===== config.mk =====
export PLATFORM = sky130hd
export DESIGN_NAME = cpu_control_pipe
export DESIGN_NICKNAME = d
export VERILOG_FILES = /design/src/rtl/cpu_control_pipe_pkg.sv /design/src/rtl/cpu_control_pipe_decode.sv /design/src/rtl/cpu_control_pipe.sv
export SDC_FILE = /design/constraint.sdc
export NUM_CORES = 1
export LEC_CHECK = 0
export BUFFER_PORTS_ARGS = -buffer_cell sky130_fd_sc_hd__buf_2
export CAP_MARGIN = 20
export CORE_MARGIN = 3
export CORE_UTILIZATION = 56
export CTS_CLUSTER_DIAMETER = 80
export CTS_CLUSTER_SIZE = 24
export DETAILED_ROUTE_END_ITERATION = 7
export PLACE_DENSITY = 0.95
export SLEW_MARGIN = 20
export SYNTH_ARGS = -nofsm -noshare
export SYNTH_HDL_FRONTEND = slang
export SYNTH_HIERARCHICAL = 1
export SYNTH_SLANG_ARGS = --single-unit

===== constraint.sdc =====
create_clock -name i_clk -period 4.5 [get_ports i_clk]
set_clock_uncertainty 0.05 [all_clocks]
set_input_delay 0.225 -clock i_clk [delete_from_list [all_inputs] [get_ports i_clk]]
set_output_delay 0.225 -clock i_clk [all_outputs]
set_load 0.02 [all_outputs]

===== src/rtl/cpu_control_pipe_pkg.sv =====
// RV32I control-word types shared by the decoder, the control pipe and its bench.
package cpu_control_pipe_pkg;

  localparam int MAX_CTRL_STAGES = 6;

  typedef enum logic [6:0] {
    op_lui   = 7'b0110111,
    op_auipc = 7'b0010111,
    op_jal   = 7'b1101111,
    op_jalr  = 7'b1100111,
    op_br    = 7'b1100011,
    op_load  = 7'b0000011,
    op_store = 7'b0100011,
    op_imm   = 7'b0010011,
    op_reg   = 7'b0110011
  } rv32i_opcode;

  // Encodings line up with funct3 so and/or/xor/sll/srl pass straight through.
  typedef enum logic [2:0] {
    alu_add, alu_sll, alu_sra, alu_sub, alu_xor, alu_srl, alu_or, alu_and
  } alu_ops;

  typedef enum logic [2:0] {
    beq = 3'b000, bne = 3'b001, blt = 3'b100, bge = 3'b101, bltu = 3'b110, bgeu = 3'b111
  } branch_funct3_t;

  typedef enum logic       {a1_rs1, a1_pc} alumux1_sel_t;
  typedef enum logic [2:0] {a2_i_imm, a2_u_imm, a2_b_imm, a2_s_imm, a2_j_imm, a2_rs2} alumux2_sel_t;
  typedef enum logic [3:0] {
    rf_alu, rf_br_en, rf_u_imm, rf_lw, rf_pc4, rf_lb, rf_lbu, rf_lh, rf_lhu
  } regfilemux_sel_t;
  typedef enum logic       {cm_rs2, cm_i_imm} cmpmux_sel_t;

  typedef struct packed {
    rv32i_opcode     opcode;
    alu_ops          aluop;
    branch_funct3_t  cmpop;
    alumux1_sel_t    alumux1_sel;
    alumux2_sel_t    alumux2_sel;
    regfilemux_sel_t regfilemux_sel;
    cmpmux_sel_t     cmpmux_sel;
    logic [2:0]      funct3;
    logic [4:0]      rd;
    logic            load_regfile;
    logic            mem_read;
    logic            mem_write;
    logic            branch;
    logic            jump;
    logic            muldiv;
    logic [2:0]      muldiv_op;
  } rv32i_control_word;

  localparam rv32i_control_word CTRL_BUBBLE = '0;

endpackage


===== src/rtl/cpu_control_pipe_decode.sv =====
// Combinational RV32I decoder: control word, register-use flags, illegal flag; 0 cycles, no flow control.
// CTRL_RV32M_EN makes op_reg with funct7 = 0x01 a legal mul/div operation.
module cpu_control_decode
  import cpu_control_pipe_pkg::*;
(
  input  rv32i_opcode       i_opcode,
  input  logic [2:0]        i_funct3,
  input  logic [6:0]        i_funct7,
  input  logic [4:0]        i_rd,
  output rv32i_control_word o_cword,
  output logic              o_uses_rs1,
  output logic              o_uses_rs2,
  output logic              o_illegal
);

  rv32i_control_word w_cw;
  logic              w_rs1;
  logic              w_rs2;
  logic              w_ill;
  logic              w_m_ok;

`ifdef CTRL_RV32M_EN
  assign w_m_ok = (i_funct7 == 7'h01);
`else
  assign w_m_ok = 1'b0;
`endif

  always_comb begin
    w_cw        = CTRL_BUBBLE;
    w_cw.opcode = i_opcode;
    w_cw.funct3 = i_funct3;
    w_cw.rd     = i_rd;
    w_rs1       = 1'b0;
    w_rs2       = 1'b0;
    w_ill       = 1'b0;
    case (i_opcode)
      op_lui: begin
        w_cw.load_regfile   = 1'b1;
        w_cw.regfilemux_sel = rf_u_imm;
      end
      op_auipc: begin
        w_cw.load_regfile = 1'b1;
        w_cw.alumux1_sel  = a1_pc;
        w_cw.alumux2_sel  = a2_u_imm;
      end
      op_jal: begin
        w_cw.jump           = 1'b1;
        w_cw.load_regfile   = 1'b1;
        w_cw.alumux1_sel    = a1_pc;
        w_cw.alumux2_sel    = a2_j_imm;
        w_cw.regfilemux_sel = rf_pc4;
      end
      op_jalr: begin
        w_rs1               = 1'b1;
        w_cw.jump           = 1'b1;
        w_cw.load_regfile   = 1'b1;
        w_cw.regfilemux_sel = rf_pc4;
      end
      op_br: begin
        w_rs1            = 1'b1;
        w_rs2            = 1'b1;
        w_cw.branch      = 1'b1;
        w_cw.cmpop       = branch_funct3_t'(i_funct3);
        w_cw.alumux1_sel = a1_pc;
        w_cw.alumux2_sel = a2_b_imm;
      end
      op_load: begin
        w_rs1             = 1'b1;
        w_cw.mem_read     = 1'b1;
        w_cw.load_regfile = 1'b1;
        case (i_funct3)
          3'b000:  w_cw.regfilemux_sel = rf_lb;
          3'b001:  w_cw.regfilemux_sel = rf_lh;
          3'b100:  w_cw.regfilemux_sel = rf_lbu;
          3'b101:  w_cw.regfilemux_sel = rf_lhu;
          default: w_cw.regfilemux_sel = rf_lw;
        endcase
      end
      op_store: begin
        w_rs1            = 1'b1;
        w_rs2            = 1'b1;
        w_cw.mem_write   = 1'b1;
        w_cw.alumux2_sel = a2_s_imm;
      end
      op_imm: begin
        w_rs1             = 1'b1;
        w_cw.load_regfile = 1'b1;
        case (i_funct3)
          3'b010: begin
            w_cw.cmpop = blt; w_cw.cmpmux_sel = cm_i_imm; w_cw.regfilemux_sel = rf_br_en;
          end
          3'b011: begin
            w_cw.cmpop = bltu; w_cw.cmpmux_sel = cm_i_imm; w_cw.regfilemux_sel = rf_br_en;
          end
          3'b101:  w_cw.aluop = i_funct7[5] ? alu_sra : alu_srl;
          default: w_cw.aluop = alu_ops'(i_funct3);
        endcase
      end
      op_reg: begin
        w_rs1             = 1'b1;
        w_rs2             = 1'b1;
        w_cw.load_regfile = 1'b1;
        w_cw.alumux2_sel  = a2_rs2;
        if (w_m_ok) begin
          w_cw.muldiv    = 1'b1;
          w_cw.muldiv_op = i_funct3;
        end else if (i_funct7 != 7'h00 && i_funct7 != 7'h20) begin
          w_ill = 1'b1;
        end else if (i_funct7[5] && i_funct3 != 3'b000 && i_funct3 != 3'b101) begin
          w_ill = 1'b1;
        end else begin
          case (i_funct3)
            3'b000:  w_cw.aluop = i_funct7[5] ? alu_sub : alu_add;
            3'b010:  begin w_cw.cmpop = blt;  w_cw.regfilemux_sel = rf_br_en; end
            3'b011:  begin w_cw.cmpop = bltu; w_cw.regfilemux_sel = rf_br_en; end
            3'b101:  w_cw.aluop = i_funct7[5] ? alu_sra : alu_srl;
            default: w_cw.aluop = alu_ops'(i_funct3);
          endcase
        end
      end
      default: w_ill = 1'b1;
    endcase
    if (i_rd == 5'd0) w_cw.load_regfile = 1'b0;
    // Illegal encodings become bubbles and never create a load-use stall.
    if (w_ill) begin
      w_cw  = CTRL_BUBBLE;
      w_rs1 = 1'b0;
      w_rs2 = 1'b0;
    end
  end

  assign o_cword    = w_cw;
  assign o_uses_rs1 = w_rs1;
  assign o_uses_rs2 = w_rs2;
  assign o_illegal  = w_ill;

endmodule


===== src/rtl/cpu_control_pipe.sv =====
// Pipelined control: decode in ID, STAGES registered control stages with stall/flush/load-use bubbles.
// Decode-to-stage-0 latency 1 cycle; i_stall_in freezes all stages; CTRL_RV32M_EN enables mul/div decode.
module cpu_control_pipe
  import cpu_control_pipe_pkg::*;
#(
  parameter int STAGES = 3
) (
  input  logic              i_clk,
  input  logic              i_rst,
  input  logic              i_id_valid,
  input  rv32i_opcode       i_opcode,
  input  logic [2:0]        i_funct3,
  input  logic [6:0]        i_funct7,
  input  logic [4:0]        i_rd,
  input  logic [4:0]        i_rs1,
  input  logic [4:0]        i_rs2,
  input  logic              i_stall_in,
  input  logic              i_flush,
  output rv32i_control_word o_cword_q [STAGES],
  output logic [STAGES-1:0] o_valid_q,
  output logic              o_hazard_stall,
  output logic              o_illegal_q
);

  rv32i_control_word r_cword [STAGES];
  logic [STAGES-1:0] r_valid;
  logic              r_illegal;

  rv32i_control_word w_dec_cword;
  logic              w_uses_rs1;
  logic              w_uses_rs2;
  logic              w_dec_illegal;
  logic              w_hazard;
  rv32i_control_word w_s0_cword;
  logic              w_s0_valid;
  logic              w_illegal_nxt;

  cpu_control_decode u_decode (
    .i_opcode   (i_opcode),
    .i_funct3   (i_funct3),
    .i_funct7   (i_funct7),
    .i_rd       (i_rd),
    .o_cword    (w_dec_cword),
    .o_uses_rs1 (w_uses_rs1),
    .o_uses_rs2 (w_uses_rs2),
    .o_illegal  (w_dec_illegal)
  );

  assign w_hazard = i_id_valid & r_valid[0] & r_cword[0].mem_read & (r_cword[0].rd != 5'd0) &
                    ((w_uses_rs1 & (i_rs1 == r_cword[0].rd)) |
                     (w_uses_rs2 & (i_rs2 == r_cword[0].rd)));

  // Flush outranks the hazard; both insert a bubble and drop the ID instruction.
  always_comb begin
    w_s0_cword    = CTRL_BUBBLE;
    w_s0_valid    = 1'b0;
    w_illegal_nxt = 1'b0;
    if (!i_flush && !w_hazard && i_id_valid) begin
      w_s0_cword    = w_dec_cword;
      w_s0_valid    = !w_dec_illegal;
      w_illegal_nxt = w_dec_illegal;
    end
  end

  always_ff @(posedge i_clk) begin
    if (i_rst) begin
      for (int k = 0; k < STAGES; k++) r_cword[k] <= CTRL_BUBBLE;
      r_valid   <= '0;
      r_illegal <= 1'b0;
    end else if (!i_stall_in) begin
      r_cword[0] <= w_s0_cword;
      for (int k = 1; k < STAGES; k++) r_cword[k] <= r_cword[k-1];
      r_valid   <= {r_valid[STAGES-2:0], w_s0_valid};
      r_illegal <= w_illegal_nxt;
    end
  end

  assign o_cword_q      = r_cword;
  assign o_valid_q      = r_valid;
  assign o_hazard_stall = w_hazard;
  assign o_illegal_q    = r_illegal;

endmodule


==> flow_summary.toml, run 1 <==
[outcome]
status = "finished, final reports clean"

[pwr]
power.share.sequential = 0.430
pwr-share-clk = 0.513
cellPowerDensity_nw_per_um2 = 370.8
p_sw_w = 0.0005877
comb_power_share = 0.057
p_int_w = 0.001930
ir_worst_vdd_mv = 0.2363
sw_frac_of_total = 0.2334
power_leakage_nw = 3.167

[global_route]
gr-usage-met3 = 0.05250
grt-busiest-layer = "met2"
grtUsageTotal = 0.2866
grt_util_met1 = 0.3523
antenna_found_initial = 0
grt.overflow.total = 0
grt_use_met2 = 0.4904
grt_pass1_wl_um = 25530
grt_start_max_net_pins = 83
grt_pass1_vias = 4927

[cts]
cts_resized = 0
cts_sinks = 121
numCtsBuffers = 17
ctsHoldBuffers = 0
htreeDepth = 4
cts_buffer_depth = 2
clk_pin_slew_ns = 0.06
clock_latency_ns = 0.51
post_cts_buffers = 0
cts_tree = "yes"
cts-root-buf = "clkbuf_8"

[worst_setup_path]
critPathTopFamily = "simple AND/OR/NAND/NOR gates"
cp_slowest_cell = "or4_4"
cp-endpoint = "o_hazard_stall"
crit_chain = "buf_2, or4_4, or2_4, nor4b_1, a21o_1, nand2b_1, nand2_1, o22ai_4, buf_4, nor2b_1, buf_2"
cp_num_buf_inv = 3
crit_top_cell = "buf_2"
crit_required_ns = 4.22
cp.depth = 11
critPathMaxFanout = 17
rr_endpoint = "o_cword_q[96]$_SDFFE_PP0N_"
arrival_ns = 2.79
setup.worst_path.start = "i_funct7[1]"
slowest_delay_ns = 0.53
startpoint_type = "primary input"
rrSetupSlack_ns = 2.01
rr_startpoint = "o_cword_q[91]$_SDFFE_PP0N_"
crit_type = "primary input to output port"
end_kind = "output port"
reg2reg_depth = 4

[drt]
num_vias = 5063
ant_nets = 0
first_pass_iters = 6
drtIter0Drc = 516
drc_errors = 0
drt-vias-per-instance = 5.929
routedWlPerCell_um = 18.42
wl_um = 15730

[die]
core_region_area_um2 = 9371
die_area_um2 = 11000
row_count = 35
io_pins = 159
start_util = 0.5842
die_h_um = 104.9
die_w_um = 104.9

[sta]
tightest_slew_ns = 1.121
fin_setup_tns_ns = 0
maxSlewHeadroom = 0.2523
hold_viol = 0
max_clock_freq_ghz = 0.3265
slew_violations = 0
rsz0062_at_grt = "false"
period_needed_ns = 3.063
worst_slack_ns = 1.437
setup_violations = 0
final.period_utilization = 0.6806

[yosys]
ys_seq_area_frac = 0.4424
ys_types = 53
synth-edff-count = 0
synthArstFlopShare = 0
ys.flop_type = "dfxtp_1"
synth-seq-cells = 121
synth_cells = 581
avgSynthCellArea_um2 = 9.424
ys_warn_count = 6
netlist_area_um2 = 5475

[placed_design]
dp_slack_ns = 1.526
hpwl_um = 10920
gp_congestion = 0.9078
place_area_um2 = 6216
io_buffers = 158

[run]
drv_cap = 0

[layout]
drive_gt1_frac = 0.3407
final_area_um2 = 6790
num_antenna_cells = 0
syn2layout_area_growth_pct = 24.02
nNetsFinal = 750

[hold_path]
hold_start = "i_rd[1]"
hold_path.class = "primary input to flip-flop"
synthesized netlist by cell type, types with 3 or more instances:
master | count | area (um^2)
buf_2 | 18 | 90.09
nor2_1 | 90 | 337.8
buf_4 | 4 | 30.03
nor4b_1 | 4 | 35.03
o21ai_0 | 4 | 20.02
and2_1 | 13 | 81.33
o21ai_2 | 39 | 341.6
or3_1 | 3 | 18.77
nand2_1 | 53 | 198.9
clkbuf_1 | 22 | 82.58
a32oi_1 | 41 | 359.1
clkbuf_4 | 4 | 30.03
dfxtp_1 | 121 | 2422
nor2b_1 | 4 | 25.02
inv_1 | 6 | 22.52
a21oi_1 | 4 | 20.02
xnor2_1 | 10 | 87.58
nand2b_1 | 3 | 18.77
nand3_1 | 3 | 15.01
mux2i_1 | 80 | 800.8
buf_6 | 5 | 56.30
nor3_1 | 5 | 25.02
o22ai_1 | 3 | 18.77
nand4_1 | 4 | 25.02
cell usage in the layout (no fill, tap or decap), types with 2 or more instances in the layout:
master and n:
buf_2 157, dfxtp_1 121, nor2_1 90, mux2i_1 80
nand2_1 53, a32oi_1 41, o21ai_2 39, clkbuf_16 16
and2_1 13, xnor2_1 10, buf_4 7, inv_1 6
clkinvlp_4 5, nor3_1 5, nand4_1 4, a21oi_1 4
o21ai_0 4, conb_1 4, nor2b_1 3, clkinv_4 3
nand3_1 3, nor4b_1 3, nand2b_1 3, or3_1 3
or4_4 2, o21ai_1 2, clkbuf_8 2, bufinv_16 2
inv_6 2, or2_2 2, o21a_1 2, nand3b_1 2
a21o_1 2, o211ai_1 2, o22ai_1 2, nor3b_1 2
or4_1 2
power by group through the flow:
stage	Combinational (W)	Clock (W)	Sequential, W
after floorplan	0.0000957	0	0.00111
after CTS	0.000141	0.00130	0.00108
after global routing	0.000154	0.00136	0.00108
after global placement	0.000134	0	0.00111
after detailed placement	0.000139	0	0.00111
final	0.000144	0.00129	0.00108
worst min-delay path by stage:
stage,end,cells past startpoint
2_1_floorplan,o_cword_q[107]$_SDFFE_PP0N_,4
3_3_place_gp,o_illegal_q$_SDFFE_PP0N_,2
3_5_place_dp,o_illegal_q$_SDFFE_PP0N_,2
4_1_cts,o_cword_q[90]$_SDFFE_PP0N_,4
5_1_grt,o_cword_q[90]$_SDFFE_PP0N_,4
6_report,o_cword_q[88]$_SDFFE_PP0N_,4
area by class of cell:
class | instances | area (um^2)
inverter | 7 | 26.28
timing repair buffer | 164 | 838.3
fill | 661 | 2581
tap | 129 | 161.4
multi-input combinational | 402 | 2768
sequential | 121 | 2422
clock buffer | 18 | 427.9
clock inverter | 13 | 146.4
metrics by stage:
step / utilization / std cells / hold slack (ns) / total power [W]
2_1_floorplan: - / 584 / 0.4462 / 0.001206
3_3_place_gp: 0.6633 / 823 / 0.4019 / 0.001239
3_5_place_dp: 0.6633 / 823 / 0.4265 / 0.001244
4_1_cts: 0.7246 / 854 / 0.05021 / 0.002528
5_1_grt: 0.7246 / 854 / 0.05721 / 0.002592
6_report: 0.7246 / 854 / 0.07474 / 0.002518
metal layers:
| metal | part of all wire | routed length, um | vias up |
|---|---|---|---|
| met2 | 0.50 | 7846 | 275 |
| met5 | 0 | 0 | - |
| li1 | - | - | 2336 |
| met4 | 0.036 | 574 | 0 |
| met1 | 0.40 | 6280 | 2398 |
| met3 | 0.065 | 1029 | 54 |
worst register-to-register path: stages, from the launching register on:
cell and delay [ns]:
dfxtp_1 0.41, or4_4 0.59, o2111ai_4 0.89, a32oi_1 0.34, o21ai_2 0.13
flip-flops by register name (all words and copies together), names as in the netlist:
name / count
o_cword_q: 117
o_valid_q: 3
o_illegal_q: 1
cells by family after synthesis:
logic type,synth area share
and+or+nand+nor,0.1664
DFF,0.4424
AOI/OAI and AO/OA,0.1684
muxes,0.1463
buffers and inverters,0.05827
xor gates and xnor gates,0.01760
other,0.0006849
(Power assumes the default switching activity.)
==> run 2, diff against run 1 <==
CORE_UTILIZATION = 47   (was 56)
PLACE_DENSITY = 0.87   (was 0.95)
clock period = 2.8 ns   (was 4.5 ns; I/O delays follow)
==> flow_summary.toml, run 2 (synthesis gave the netlist of run 1 again) <==
[hold_path]
hold_depth = 4
hold_start = "i_rd[3]"
min_to = "o_cword_q[90]$_SDFFE_PP0N_"
hold_path.class = "primary input to flip-flop"

[cts]
cts_resized = 0
cts_buffer_depth = 2
cts-root-buf = "clkbuf_16"
clk_pin_slew_ns = 0.05
post_cts_buffers = 0
numCtsBuffers = 17
cts_tree = "yes"
htreeDepth = 4
ctsHoldBuffers = 0
clock_latency_ns = 0.41
cts_sinks = 121

[layout]
largest_register_ffs = 117
num_antenna_cells = 0
final_util = 0.6171
syn2layout_area_growth_pct = 25.39
drive_gt1_frac = 0.3425
layout_common_cells = "buf_2 (157), dfxtp_1 (121), nor2_1 (90)"
nNetsFinal = 751
final_area_um2 = 6865
final_common_cell = "buf_2"

[worst_setup_path]
crit_required_ns = 2.61
rr_startpoint = "o_cword_q[91]$_SDFFE_PP0N_"
crit_type = "primary input to output port"
rr_endpoint = "o_cword_q[83]$_SDFFE_PP0N_"
arrival_ns = 2.46
critPathMaxFanout = 4
end_kind = "output port"
reg2reg_depth = 5
rrSetupSlack_ns = 0.54
startpoint_type = "primary input"

[placed_design]
place_area_um2 = 6275
io_buffers = 158
hpwl_um = 10280
gp_congestion = 0.9109

[drt]
drtIter0Drc = 552
routedWlPerCell_um = 16.84
num_vias = 4822
drt-vias-per-instance = 5.562
first_pass_iters = 5
ant_nets = 0
drc_errors = 0
wl_um = 14600

[die]
die_area_um2 = 12980
die_w_um = 113.9
start_util = 0.4921
io_pins = 159
row_count = 38
die_h_um = 113.9
core_region_area_um2 = 11130

[sta]
rsz0062_at_grt = "false"
setup_violations = 0
max_clock_freq_ghz = 0.3773
hold_viol = 0
slew_violations = 0
maxSlewHeadroom = 0.3754
fin_setup_tns_ns = 0
period_needed_ns = 2.651
final.period_utilization = 0.9467
tightest_slew_ns = 0.9240

[pwr]
cellPowerDensity_nw_per_um2 = 595.8
power_leakage_nw = 3.189
ir_worst_vdd_mv = 0.5129

[global_route]
grt_pass1_vias = 4377
antenna_found_initial = 0
grt_pass1_wl_um = 22910
grt_start_max_net_pins = 83
grt.overflow.total = 0
grtUsageTotal = 0.2217

[run]
drv_cap = 0

[outcome]
status = "finished, final reports clean"
run 2: worst max-delay path: stages:
cell,delay [ns]
buf_2,0.09
or4_4,0.53
or2_4,0.26
nor4b_1,0.41
a21o_1,0.23
nand2b_1,0.14
nand2_1,0.09
o22ai_4,0.22
nor2b_1,0.15
buf_2,0.19
run 2: cell type report:
type                       count  area (um^2)
clock buffer                  18        439.2
timing repair buffer         165        883.3
clock inverter                14        151.4
inverter                       7        26.28
sequential                   121         2422
multi-input combinational    402         2768
fill                         920         4260
tap                          140        175.2
run 2: routing by layer:
layer | routed length, um | up-vias | track usage
li1 | - | 2328 | -
met4 | 529 | 0 | 0.1172
met1 | 6167 | 2255 | 0.2888
met5 | 0 | - | 0
met3 | 938 | 43 | 0.04244
met2 | 6967 | 196 | 0.3482
run 2: how the worst max path moves through the flow:
stage / startpoint / endpoint / cells after the start
after global placement: i_funct7[1] / o_cword_q[92]$_SDFFE_PP0N_ / 10
after detailed placement: i_funct7[1] / o_cword_q[92]$_SDFFE_PP0N_ / 10
after global routing: i_funct7[1] / o_hazard_stall / 10
final: i_funct7[1] / o_hazard_stall / 10
after floorplan: i_funct7[1] / o_cword_q[92]$_SDFFE_PP0N_ / 9
after CTS: i_funct7[1] / o_hazard_stall / 10
run 2: stage by stage:
step / cells / setup slack, ns / hold WS (ns) / total power (W)
after global placement: 835 / 0.2234 / 0.4015 / 0.001999
after detailed placement: 835 / 0.2140 / 0.4193 / 0.002002
final: 867 / 0.1493 / 0.08229 / 0.004091
after global routing: 867 / 0.02614 / 0.08761 / 0.004216
after CTS: 867 / 0.1815 / 0.06442 / 0.004106
after floorplan: 584 / 0.4866 / 0.3612 / 0.001939
run 2: power by group:
part           total (W)  switching [W]  internal, W
sequential       0.00174     0.00000880      0.00173
clock            0.00212       0.000788      0.00133
combinational   0.000230       0.000147    0.0000829
